**src/rtl/conv_window_gen.sv**
```systemverilog
// conv_window_gen: pops K-pixel columns from the scratchpad lines into a KxK shift window
// and streams one stride-1 window per column to the PE array with valid/ready.
module conv_window_gen #(
    parameter int KERNEL_SIZE   = 5,
    parameter int FEATURE_WIDTH = 16,
    parameter int MAX_COLS      = 256,
    localparam int K            = KERNEL_SIZE,
    localparam int FW           = FEATURE_WIDTH,
    localparam int COL_W        = $clog2(MAX_COLS + 1)
) (
    input  logic                clk,
    input  logic                rst_n,
    input  logic                start,
    input  logic [COL_W-1:0]    cfg_cols,
    input  logic [K*FW-1:0]     spad_data,
    input  logic                spad_empty,
    output logic                spad_rd_en,
    output logic [K*K*FW-1:0]   win_data,
    output logic                win_valid,
    output logic                win_last,
    input  logic                win_ready,
    output logic                busy,
    output logic                done
);
    typedef enum logic [1:0] {IDLE, RUN, DRAIN, DONE} state_t;

    state_t                      state_q, state_d;
    logic [COL_W-1:0]            cols_q, cols_d, issued_q, issued_d, loaded_q, loaded_d;
    logic                        rd_pend_q, rd_pend_d, hold_valid_q, hold_valid_d;
    logic [K-1:0][FW-1:0]        hold_q, hold_d, col_in, spad_col;
    logic [K-1:0][K-1:0][FW-1:0] win_q, win_d;
    logic                        win_valid_q, win_valid_d, win_last_q, win_last_d;
    logic                        can_shift, shift, accept, rd_en;

    assign spad_col   = spad_data;
    assign spad_rd_en = rd_en;
    assign win_data   = win_q;
    assign win_valid  = win_valid_q;
    assign win_last   = win_last_q;
    assign busy       = state_q != IDLE;
    assign done       = state_q == DONE;

    always_comb begin
        state_d      = state_q;
        cols_d       = cols_q;
        issued_d     = issued_q;
        loaded_d     = loaded_q;
        hold_d       = hold_q;
        hold_valid_d = hold_valid_q;
        win_d        = win_q;
        win_valid_d  = win_valid_q;
        win_last_d   = win_last_q;
        can_shift    = !win_valid_q || win_ready;
        accept       = win_valid_q && win_ready;
        shift        = can_shift && (hold_valid_q || rd_pend_q);
        col_in       = hold_valid_q ? hold_q : spad_col;
        // A read is also held off when the column landing now must go to the hold buffer,
        // so a second column can never arrive while the buffer is occupied.
        rd_en        = state_q == RUN && !spad_empty && issued_q < cols_q && !hold_valid_q
                       && !(rd_pend_q && !can_shift);
        rd_pend_d    = rd_en;
        if (rd_en) issued_d = issued_q + COL_W'(1);
        if (rd_pend_q && !can_shift) begin
            hold_d       = spad_col;
            hold_valid_d = 1'b1;
        end else if (shift && hold_valid_q) begin
            hold_valid_d = 1'b0;
        end
        if (shift) begin
            for (int r = 0; r < K; r++) win_d[r] = {col_in[r], win_q[r][K-1:1]};
            loaded_d    = loaded_q + COL_W'(1);
            win_valid_d = loaded_q + COL_W'(1) >= COL_W'(K);
            win_last_d  = loaded_q + COL_W'(1) == cols_q;
        end else if (accept) begin
            win_valid_d = 1'b0;
            win_last_d  = 1'b0;
        end
        case (state_q)
            IDLE: if (start) begin
                cols_d   = cfg_cols;
                issued_d = '0;
                loaded_d = '0;
                state_d  = cfg_cols < COL_W'(K) ? DONE : RUN;
            end
            RUN:   if (issued_q == cols_q) state_d = DRAIN;
            DRAIN: if (accept && win_last_q) state_d = DONE;
            default: state_d = IDLE;
        endcase
    end

    always_ff @(posedge clk or negedge rst_n) begin
        if (!rst_n) begin
            state_q      <= IDLE;
            cols_q       <= '0;
            issued_q     <= '0;
            loaded_q     <= '0;
            rd_pend_q    <= 1'b0;
            hold_q       <= '0;
            hold_valid_q <= 1'b0;
            win_q        <= '0;
            win_valid_q  <= 1'b0;
            win_last_q   <= 1'b0;
        end else begin
            state_q      <= state_d;
            cols_q       <= cols_d;
            issued_q     <= issued_d;
            loaded_q     <= loaded_d;
            rd_pend_q    <= rd_pend_d;
            hold_q       <= hold_d;
            hold_valid_q <= hold_valid_d;
            win_q        <= win_d;
            win_valid_q  <= win_valid_d;
            win_last_q   <= win_last_d;
        end
    end

    always_ff @(posedge clk) begin
        if (rst_n && start && state_q == IDLE)
            assert (cfg_cols <= COL_W'(MAX_COLS)) else $error("cfg_cols %0d exceeds MAX_COLS", cfg_cols);
    end
endmodule

```
**config.mk**
```make
export PLATFORM = sky130hd
export DESIGN_NAME = conv_window_gen
export DESIGN_NICKNAME = d
export VERILOG_FILES = /design/src/rtl/conv_window_gen.sv
export SDC_FILE = /design/constraint.sdc
export NUM_CORES = 1
export LEC_CHECK = 0
export CORE_UTILIZATION = 54
export CTS_CLUSTER_DIAMETER = 150
export DETAILED_ROUTE_END_ITERATION = 7
export MAX_ROUTING_LAYER = met4
export PLACE_DENSITY = 0.86
export SYNTH_ARGS = -nofsm -noshare
export SYNTH_HDL_FRONTEND = slang
export SYNTH_SLANG_ARGS = --single-unit
```
**constraint.sdc**
```tcl
create_clock -name clk -period 5.9 [get_ports clk]
set_input_delay 0.885 -clock clk [delete_from_list [all_inputs] [get_ports clk]]
set_output_delay 0.885 -clock clk [all_outputs]
set_load 0.01 [all_outputs]
```
==> results by group, run 1 <==
Placement
  • Dpl cell area: 25900 um^2
  • DP Worst Slack: 1.79 ns
  • Placed cell count: 3019
  • Port bufs: 498
  • Placer Congestion: 0.866
  • Post-DP HPWL: 38100 um

Yosys
  • Sequential area share after synthesis: 62.0%
  • Syn. warnings: 0
  • Cells after Synth: 2119
  • Synth Flop Type: dfrtp_1
  • Async set or reset register ratio after synthesis: 100%
  • Syn_nets: 2229
  • Syn Std Cell Area: 20700 um^2
  • Syn Area/Cell: 9.77 um^2
  • Distinct cell type count after synthesis: 42
  • Yosys reg bits: 513
  • EDFF count, synth: 0

Layout
  • FF+latch area: 12800 um^2
  • Area Overhead vs Synth: 33.8%
  • Final core utilization: 73.6%
  • Finished Cell Area: 27700 um^2
  • Layout Nets: 2672
  • Layout cells sized above 1: 7.26%
  • Most frequent cells in the layout: nand2_1, dfrtp_1, clkdlybuf4s50_1, o21ai_0, mux2i_1
  • Finished Layout Cells: 3122
  • Area occupied by multi-input gates: 7240 um^2
  • Commonest non-fill, non-tap cell in the layout: nand2_1
  • Fill count: 2532

STA
  • Setup Skew: 0.0162 ns
  • FMAX: 241 MHz
  • Max-slew violations: 0
  • Rel. slew slack: 21.4%
  • Setup_tns: 0 ns
  • Hold Vio Cnt, Final: 0
  • Hold WS: 0.329 ns
  • Final-report setup violation count: 0
  • Post-route setup slack: 1.75 ns
  • Post-layout min period: 4.15 ns
  • Slew @ Worst Pin: 1.18 ns
  • RSZ-0062 raised after global routing: false
  • Crit share post-route: 70.3%

Setup path
  • Slowest stage delay, CP: 0.61 ns
  • CP startpoint kind: input pin
  • Flop2flop setup slack: 3.32 ns
  • Setup crit end kind: output pin
  • Worst Path Buf+Inv: 3
  • RR Startpoint: hold_valid_q$_DFFE_PN0P_
  • Crit path cell chain: clkdlybuf4s50_1 -> nand3b_1 -> buf_4 -> nand3_2 -> nor2_1 -> clkdlybuf4s50_1
  • CP Class: in2out
  • Crit-path most repeated cell: clkdlybuf4s50_1
  • Worst endpoint required time: 5.02 ns
  • Worst Path Max Fanout: 36
  • FF-to-FF End: loaded_q[1]$_DFF_PN0_
  • Kind of cell adding the most delay to the critical path: buffers and inverters
  • Worst path slowest cell: clkdlybuf4s50_1
  • R2R depth: 4
  • Data arrival, critical path: 3.26 ns

CTS
  • Clock latency on the worst-skew pair: 0.58 ns
  • Clock Tree Buf Depth: 3
  • CTS Buf Count: 52
  • Post-CTS setup buffer count: 0
  • Post_cts resized: 0
  • CTS H-tree depth: 2
  • Cell chosen for the clock root: clkbuf_16
  • Clk slew on worst S/H paths: 0.06 ns
  • Sinks on Clock Net: 513
  • CTS tree: yes
  • Post-CTS Hold Buffers: 0

GRT
  • Total GRT Usage: 30.0%
  • Vias in the first global route: 16530
  • Global-route wire length before repair: 88700 um
  • GR Overflow Total: 0
  • Initial antenna violation count: 8
  • Largest net degree at the start of global routing: 249

Run
  • Max cap viols: 0

Floorplan
  • IO Pins: 499
  • Die width: 198 um
  • Row count: 71
  • Placeable Area: 37700 um^2
  • Die area: 39100 um^2
  • Die H: 198 um
  • Initial Util: 55.0%

Hold path
  • Hold Crit Class: in2async

Detailed routing
  • DR vias: 16468
  • Routed WL: 56800 um
  • Vias/cell: 5.27
  • Starting DRC count in detailed routing: 995
  • DR WL/cell: 18.2 um
  • Number of antenna-violating nets in the routed design: 0
  • Drt pass-1 iters: 5
  • DRC Markers: 0

Pwr
  • Leakage Power: 13.6 nW
  • Pwr dens: 559 nW/um^2
  • VDD IR max: 0.330 mV
  • Total power: 15.5 mW

Run status
  • Outcome: complete, no violations
## layout make-up
type | count | area share [%]
Inverter | 17 | 0.230
Multi-Input combinational cell | 1468 | 26.1
Tap cell | 511 | 2.31
Sequential cell | 513 | 46.3
Clock inverter | 23 | 0.898
Antenna cell | 9 | 0.0813
Clock buffer | 71 | 5.39
Timing Repair Buffer | 510 | 18.6
## report_power, final
group          internal, mW  total [mW]  switching (mW)
clock                  1.99        3.34            1.36
sequential             4.97        6.17            1.20
combinational          3.00        5.97            2.98
## cell families after synthesis
group	Yosys count	synth area share [%]
and+or+nand+nor	1130	21.1
DFF	513	62.0
muxes	161	8.27
AOI/OAI and AO/OA	146	3.90
buffers and inverters	138	3.15
adders and majority gates	16	0.967
xor gates and xnor gates	15	0.634
## worst max path at each step
| stage | cells past startpoint | start | endpoint | slack [ns] |
|---|---|---|---|---|
| 6_report | 6 | win_ready | spad_rd_en | 1.75 |
| 5_1_grt | 6 | win_ready | spad_rd_en | 1.59 |
| 4_1_cts | 6 | win_ready | spad_rd_en | 1.76 |
| 3_5_place_dp | 6 | win_ready | spad_rd_en | 1.79 |
| 3_3_place_gp | 6 | win_ready | spad_rd_en | 1.76 |
| 2_1_floorplan | 4 | spad_empty | spad_rd_en | 3.25 |
## sequential cells by signal (all words and copies together), names as in the netlist
register,flops
cols_q,9
hold_q,80
hold_valid_q,1
issued_q,9
loaded_q,9
rd_pend_q,1
state_q,2
win_data,400
win_last,1
win_valid,1
## routing by layer
layer / global-route usage [%] / vias to the layer above / wire (um)
li1: - / 7645 / -
met1: 34.8 / 8058 / 21700
met2: 47.9 / 590 / 27800
met3: 7.68 / 175 / 4420
met4: 16.1 / 0 / 2940
met5: - / - / 0
## cell usage after synthesis, drive strengths merged (3+ instances only)
cell    count  share of area, %
nand2    1067                19
dfrtp     513                62
o21ai     102               2.5
mux2i      81               3.9
mux2       80               4.4
buf        74               2.0
clkbuf     47              0.85
nor2       19              0.38
a21oi      18              0.44
inv        17              0.31
ha         16              0.97
nand3      13              0.36
o31ai      12              0.44
xnor2       8              0.34
or4         7              0.25
xor2        7              0.30
a31oi       5              0.15
nand4       4              0.12
nor3        4             0.097
or3         4              0.12
and3        3             0.091
nor2b       3             0.091
No activity file was read; power rests on OpenSTA's default activity.
==> inputs of run 2 (changes only) <==
--- a/config.mk
+++ b/config.mk
@@ -5,11 +5,11 @@
 export SDC_FILE = /design/constraint.sdc
 export NUM_CORES = 1
 export LEC_CHECK = 0
-export CORE_UTILIZATION = 54
+export CORE_UTILIZATION = 45
 export CTS_CLUSTER_DIAMETER = 150
 export DETAILED_ROUTE_END_ITERATION = 7
 export MAX_ROUTING_LAYER = met4
-export PLACE_DENSITY = 0.86
+export PLACE_DENSITY = 0.76
 export SYNTH_ARGS = -nofsm -noshare
 export SYNTH_HDL_FRONTEND = slang
 export SYNTH_SLANG_ARGS = --single-unit
==> constraint.sdc (replaced) <==
create_clock -name clk -period 3.58 [get_ports clk]
set_input_delay 0.537 -clock clk [delete_from_list [all_inputs] [get_ports clk]]
set_output_delay 0.537 -clock clk [all_outputs]
set_load 0.01 [all_outputs]
==> run 2 against run 1 <==
  * Sequential cell count is the same
  * Register-to-register slack worse by 2.2 ns
  * Core utilization decreased by 11 points
  * Power up 65%
  * Cell count grew 3.9%
  * Design area is 1.7% higher
  * Clock skew shrank 0.0027 ns
  * Global-route usage fell by 5.2 points
==> results by group, run 2 (synthesis results as in run 1) <==
Layout
  • Finished Layout Cells: 3243 (+3.9%)
  • Final core utilization: 62.1% (-11 points)
  • Finished Cell Area: 28200 um^2 (+1.7%)
  • Commonest non-fill, non-tap cell in the layout: nand2_1
  • Layout cells sized above 1: 8.23% (+0.97 points)
  • Largest register FFs: 400 (unchanged)
  • Most frequent cells in the layout: nand2_1, dfrtp_1, clkdlybuf4s50_1, o21ai_0, mux2i_1
  • Area Overhead vs Synth: 36.1%
  • Layout Nets: 2709 (+1.4%)

Run status
  • Outcome: complete, no violations

CTS
  • CTS H-tree depth: 2 (unchanged)
  • Sinks on Clock Net: 513 (unchanged)
  • Cell chosen for the clock root: clkbuf_16
  • CTS Buf Count: 53 (+1.9%)
  • Clock latency on the worst-skew pair: 0.59 ns (about the same)
  • Clock Tree Buf Depth: 3 (unchanged)
  • Clk slew on worst S/H paths: 0.06 ns (about the same)
  • CTS tree: yes

Setup path
  • CP startpoint kind: register
  • FF-to-FF End: win_data[144]$_DFFE_PN0P_
  • RR Startpoint: hold_valid_q$_DFFE_PN0P_
  • Worst endpoint required time: 3.04 ns (-1.98 ns)
  • Crit path cell chain: inv_1 -> ha_1 -> a21oi_1 -> nor2b_1 -> o21ai_1 -> nand3_2 -> nor2_1 -> clkdlybuf4s50_1
  • Setup crit end kind: output pin
  • CP Class: reg2out
  • R2R depth: 4 (unchanged)
  • Flop2flop setup slack: 1.12 ns (-2.20 ns)
  • Kind of cell adding the most delay to the critical path: buffers and inverters
  • Slowest stage delay, CP: 0.61 ns (about the same)
  • Data arrival, critical path: 2.89 ns (-0.37 ns)
  • Worst path slowest cell: clkdlybuf4s50_1
  • Worst Path Max Fanout: 17 (-53%)
  • Worst Path Buf+Inv: 2 (-1)

Floorplan
  • Row count: 78 (+9.9%)
  • Die width: 217 um (+9.4%)
  • Die H: 217 um (+9.4%)
  • Initial Util: 45.6% (-9.3 points)
  • Die area: 46900 um^2 (+20%)
  • Placeable Area: 45400 um^2 (+20%)
  • IO Pins: 499 (unchanged)

Placement
  • Dpl cell area: 26400 um^2 (+1.6%)
  • Placed cell count: 3140 (+4.0%)
  • Post-DP HPWL: 39600 um (+4.1%)
  • Port bufs: 498 (unchanged)
  • DP Worst Slack: 0.470 ns (-1.32 ns)
  • Placer Congestion: 0.899 (+3.8%)

STA
  • Hold WS: 0.00524 ns (-0.324 ns)
  • Post-layout min period: 3.43 ns
  • Max-slew violations: 0 (unchanged)
  • Setup Skew: 0.0135 ns (-0.00271 ns)
  • RSZ-0062 raised after global routing: false
  • Post-route setup slack: 0.155 ns (-1.60 ns)
  • FMAX: 292 MHz
  • Slew @ Worst Pin: 0.933 ns (-0.246 ns)
  • Setup_tns: 0 ns (unchanged)
  • Crit share post-route: 95.7%
  • Hold Vio Cnt, Final: 0 (unchanged)
  • Final-report setup violation count: 0 (unchanged)
  • Rel. slew slack: 37.5% (+16 points)

Detailed routing
  • Number of antenna-violating nets in the routed design: 0 (unchanged)
  • Drt pass-1 iters: 5 (unchanged)
  • Starting DRC count in detailed routing: 1310 (+32%)
  • Routed WL: 56600 um (-0.32%)
  • Vias/cell: 5.06 (-4.1%)
  • DR WL/cell: 17.5 um (-4.0%)
  • DRC Markers: 0 (unchanged)
  • DR vias: 16407 (-0.37%)

Pwr
  • Gate power share: 38.5% (about the same)
  • Internal power: 16.6 mW (+67%)
  • Pwr dens: 908 nW/um^2 (+62%)
  • VDD IR max: 0.488 mV (+48%)
  • Net switching power: 9.01 mW (+63%)
  • Leakage Power: 13.8 nW (+1.4%)
  • Clock power frac: 21.7% (about the same)
  • Reg power frac: 39.8% (about the same)
  • Sw Ratio: 35.2% (-0.52 points)
  • Total power: 25.6 mW (+65%)

GRT
  • Global-route wire length before repair: 89600 um (+1.1%)
  • Largest net degree at the start of global routing: 145 (-42%)
  • GR Overflow Total: 0 (unchanged)
  • Total GRT Usage: 24.8% (-5.2 points)
  • Initial antenna violation count: 5 (-3)
  • Vias in the first global route: 16282 (-1.5%)

Run
  • Max cap viols: 0 (unchanged)

Hold path
  • Hold Crit Class: in2async
[run 2: cell types whose count changed in the layout (fill, tap and decap cells not counted), moves of 2 or more]
cell,delta
buf_4,+30
clkinv_2,-9
clkbuf_1,+7
buf_12,+6
clkbuf_8,-3
diode_2,-3
clkbuf_16,+2
[run 2: layout make-up]
type | instances | area [um^2]
antenna | 6 | 15.0
clock buffer | 77 | 1530
clock inverter | 16 | 220
fill | 3668 | 17200
inverter | 17 | 63.8
multi-input combinational | 1468 | 7240
sequential | 513 | 12800
tap | 600 | 751
timing repair buffer | 546 | 5510
[run 2: power by group through the flow]
stage	sequential [mW]	combinational (mW)	clock (mW)
floorplan	10.8	3.08	0
global placement	10.1	9.60	0
detailed placement	10.2	9.84	0
CTS	10.2	9.92	5.68
global route	10.5	10.7	5.91
finish	10.2	9.85	5.56
[run 2: layer usage]
metal  GRT usage [%]  vias to the layer above  wire [um]
met5               -                        -          0
met1            30.8                     7989      23100
met4            9.37                        0       2020
li1                -                     7715          -
met2            39.6                      569      27600
met3            5.71                      134       3960
[run 2: timing repair]
item	CTS	global route
pin swaps	0	1
gates cloned	0	0
hold buffers	0	0
hold endpoints to repair	0	0
buffers inserted	0	4
endpoints found under the setup margin	1	1
gates resized for setup	1	0
[run 2: how the worst max path moves through the flow]
stage / startpoint / to / slack, ns / cells after the start
after global routing: cols_q[6]$_DFFE_PN0P_ / spad_rd_en / 0.01 / 8
after global placement: issued_q[1]$_DFF_PN0_ / spad_rd_en / 0.57 / 7
final: cols_q[6]$_DFFE_PN0P_ / spad_rd_en / 0.15 / 8
after CTS: issued_q[1]$_DFF_PN0_ / spad_rd_en / 0.05 / 7
after detailed placement: issued_q[1]$_DFF_PN0_ / spad_rd_en / 0.47 / 7
after floorplan: issued_q[1]$_DFF_PN0_ / spad_rd_en / 1.41 / 7
==> inputs of run 3 (changes only) <==
--- a/config.mk
+++ b/config.mk
@@ -6,6 +6,7 @@
 export NUM_CORES = 1
 export LEC_CHECK = 0
 export CORE_UTILIZATION = 45
+export CTS_BUF_LIST = sky130_fd_sc_hd__clkbuf_4 sky130_fd_sc_hd__clkbuf_8 sky130_fd_sc_hd__clkbuf_16
 export CTS_CLUSTER_DIAMETER = 150
 export DETAILED_ROUTE_END_ITERATION = 7
 export MAX_ROUTING_LAYER = met4
==> run 3 against run 2 <==
  * Clock-buffer cell count did not move
  * Clock skew fell by 0.00052 ns
  * Critical endpoint unchanged
  * Maximum frequency barely moved
  * Sequential power barely moved
  * Setup slack got worse by 0.0020 ns
  * Sequential cell count did not move
  * Combinational power barely moved
  * Critical path type unchanged
  * Largest power group unchanged
  * First-iteration DRC count rose by 2.1%
  * Global-route usage barely moved
  * Wire length rose by 0.11%
==> results by group, run 3 (synthesis results as in run 1) <==
CTS
  • CTS tree: yes
  • Clock latency on the worst-skew pair: 0.59 ns (about the same)
  • Post-CTS Hold Buffers: 0 (unchanged)
  • Clock Tree Buf Depth: 3 (unchanged)
  • Sinks on Clock Net: 513 (unchanged)
  • Clk slew on worst S/H paths: 0.06 ns (about the same)
  • Cell chosen for the clock root: clkbuf_16
  • CTS Buf Count: 53 (unchanged)
  • CTS H-tree depth: 2 (unchanged)

Layout
  • Commonest non-fill, non-tap cell in the layout: nand2_1
  • FF+latch area: 12800 um^2 (unchanged)
  • Area occupied by multi-input gates: 7240 um^2 (unchanged)
  • Layout Nets: 2709 (unchanged)
  • Largest register FFs: 400 (unchanged)
  • Layout cells sized above 1: 8.80% (+0.57 points)
  • Fill count: 3658 (-0.27%)
  • Most frequent cells in the layout: nand2_1, dfrtp_1, clkdlybuf4s50_1, o21ai_0, mux2i_1
  • Area Overhead vs Synth: 36.4%

Floorplan
  • Die width: 217 um (unchanged)
  • Die area: 46900 um^2 (unchanged)
  • Die H: 217 um (unchanged)
  • IO Pins: 499 (unchanged)
  • Row count: 78 (unchanged)
  • Placeable Area: 45400 um^2 (unchanged)
  • Initial Util: 45.6% (unchanged)

GRT
  • Initial antenna violation count: 5 (unchanged)
  • GR Overflow Total: 0 (unchanged)
  • Vias in the first global route: 16294 (+0.074%)
  • Total GRT Usage: 24.8% (about the same)
  • Global-route wire length before repair: 89700 um (about the same)
  • Largest net degree at the start of global routing: 145 (unchanged)

Setup path
  • Worst Path Buf+Inv: 2 (unchanged)
  • Crit path cell chain: inv_1 -> ha_1 -> a21oi_1 -> nor2b_1 -> o21ai_1 -> nand3_2 -> nor2_1 -> clkdlybuf4s50_1
  • CP Class: reg2out
  • Worst path slowest cell: clkdlybuf4s50_1
  • Flop2flop setup slack: 1.11 ns (about the same)
  • CP startpoint kind: register
  • Slowest stage delay, CP: 0.60 ns (about the same)
  • Worst endpoint required time: 3.04 ns (about the same)
  • Kind of cell adding the most delay to the critical path: buffers and inverters
  • FF-to-FF End: win_data[144]$_DFFE_PN0P_
  • RR Startpoint: hold_valid_q$_DFFE_PN0P_
  • R2R depth: 4 (unchanged)
  • Setup crit end kind: output pin
  • Data arrival, critical path: 2.89 ns (about the same)
  • Worst Path Max Fanout: 17 (unchanged)

STA
  • Crit share post-route: 95.7% (about the same)
  • Setup Skew: 0.0130 ns (-0.000521 ns)
  • FMAX: 292 MHz (about the same)
  • Final-report setup violation count: 0 (unchanged)
  • Slew @ Worst Pin: 0.920 ns (-0.0136 ns)
  • Max-slew violations: 0 (unchanged)
  • Rel. slew slack: 38.4% (+0.91 points)
  • Post-route setup slack: 0.153 ns (-0.00201 ns)
  • Post-layout min period: 3.43 ns (+0.00201 ns)
  • Setup_tns: 0 ns (unchanged)
  • Hold Vio Cnt, Final: 0 (unchanged)
  • RSZ-0062 raised after global routing: false

Pwr
  • Pwr dens: 910 nW/um^2 (+0.26%)
  • VDD IR max: 0.488 mV (about the same)
  • Total power: 25.7 mW (+0.47%)
  • Leakage Power: 13.8 nW (+0.37%)

Placement
  • DP Worst Slack: 0.470 ns (unchanged)
  • Post-DP HPWL: 39600 um (unchanged)
  • Port bufs: 498 (unchanged)
  • Placer Congestion: 0.899 (unchanged)

Detailed routing
  • Vias/cell: 5.08 (+0.36%)
  • Routed WL: 56700 um (+0.11%)
  • Number of antenna-violating nets in the routed design: 0 (unchanged)
  • DRC Markers: 0 (unchanged)
  • Drt pass-1 iters: 5 (unchanged)
  • DR WL/cell: 17.5 um (about the same)
  • Starting DRC count in detailed routing: 1338 (+2.1%)
  • DR vias: 16471 (+0.39%)

Hold path
  • Hold Crit Class: in2async

Run status
  • Outcome: complete, no violations

Run
  • Max cap viols: 0 (unchanged)
## run 3: changes by cell type in the layout (fill, tap and decap cells not counted)
cell	previous run	this run
clkbuf_4	0	15
diode_2	6	7
clkbuf_1	15	0
## run 3: routing by layer
layer | part of all wire [%] | wire length (um) | track usage, % | vias up
met3 | 6.9 | 3920 | 5.73 | 138
met1 | 41 | 23100 | 30.7 | 8034
met4 | 3.6 | 2060 | 9.60 | 0
li1 | - | - | - | 7719
met5 | 0 | 0 | - | -
met2 | 49 | 27700 | 39.5 | 580
## run 3: what timing repair did
item	in CTS	in global routing
buffers inserted	0	4
endpoints found under the hold margin	0	0
gates cloned	0	0
pin swaps	0	1
resized for setup	1	0
setup endpoints to repair	1	1
## run 3: worst max-delay path by stage
stage	startpoint	endpoint	slack [ns]	cells past startpoint
6_report	cols_q[6]$_DFFE_PN0P_	spad_rd_en	0.15	8
5_1_grt	cols_q[6]$_DFFE_PN0P_	spad_rd_en	0.01	8
4_1_cts	issued_q[1]$_DFF_PN0_	spad_rd_en	0.05	7
3_5_place_dp	issued_q[1]$_DFF_PN0_	spad_rd_en	0.47	7
3_3_place_gp	issued_q[1]$_DFF_PN0_	spad_rd_en	0.57	7
2_1_floorplan	issued_q[1]$_DFF_PN0_	spad_rd_en	1.41	7
## run 3: layout make-up
class | instances | share of cell area [%]
Antenna cell | 7 | 0.0620
Clock buffer | 77 | 5.61
Clock inverter | 16 | 0.780
Inverter | 17 | 0.226
Multi-Input combinational cell | 1468 | 25.7
Sequential cell | 513 | 45.5
Tap cell | 600 | 2.66
Timing Repair Buffer | 546 | 19.5
## run 3: through the flow
stage	hold WS [ns]	cells	area (um^2)	util [%]
finish	0.00472	3244	28200	62.2
global route	0.0487	3242	28200	62.2
CTS	0.0220	3233	28200	62.1
detailed placement	0.461	3140	26400	58.1
global placement	0.457	3140	26400	58.1
floorplan	0.241	2119	20700	-
## run 3: power by group
| part | total [mW] | switching [mW] | internal, mW |
|---|---|---|---|
| clock | 5.68 | 2.25 | 3.42 |
| combinational | 9.85 | 4.78 | 5.07 |
| sequential | 10.2 | 1.98 | 8.19 |
| total | 25.7 | 9.02 | 16.7 |
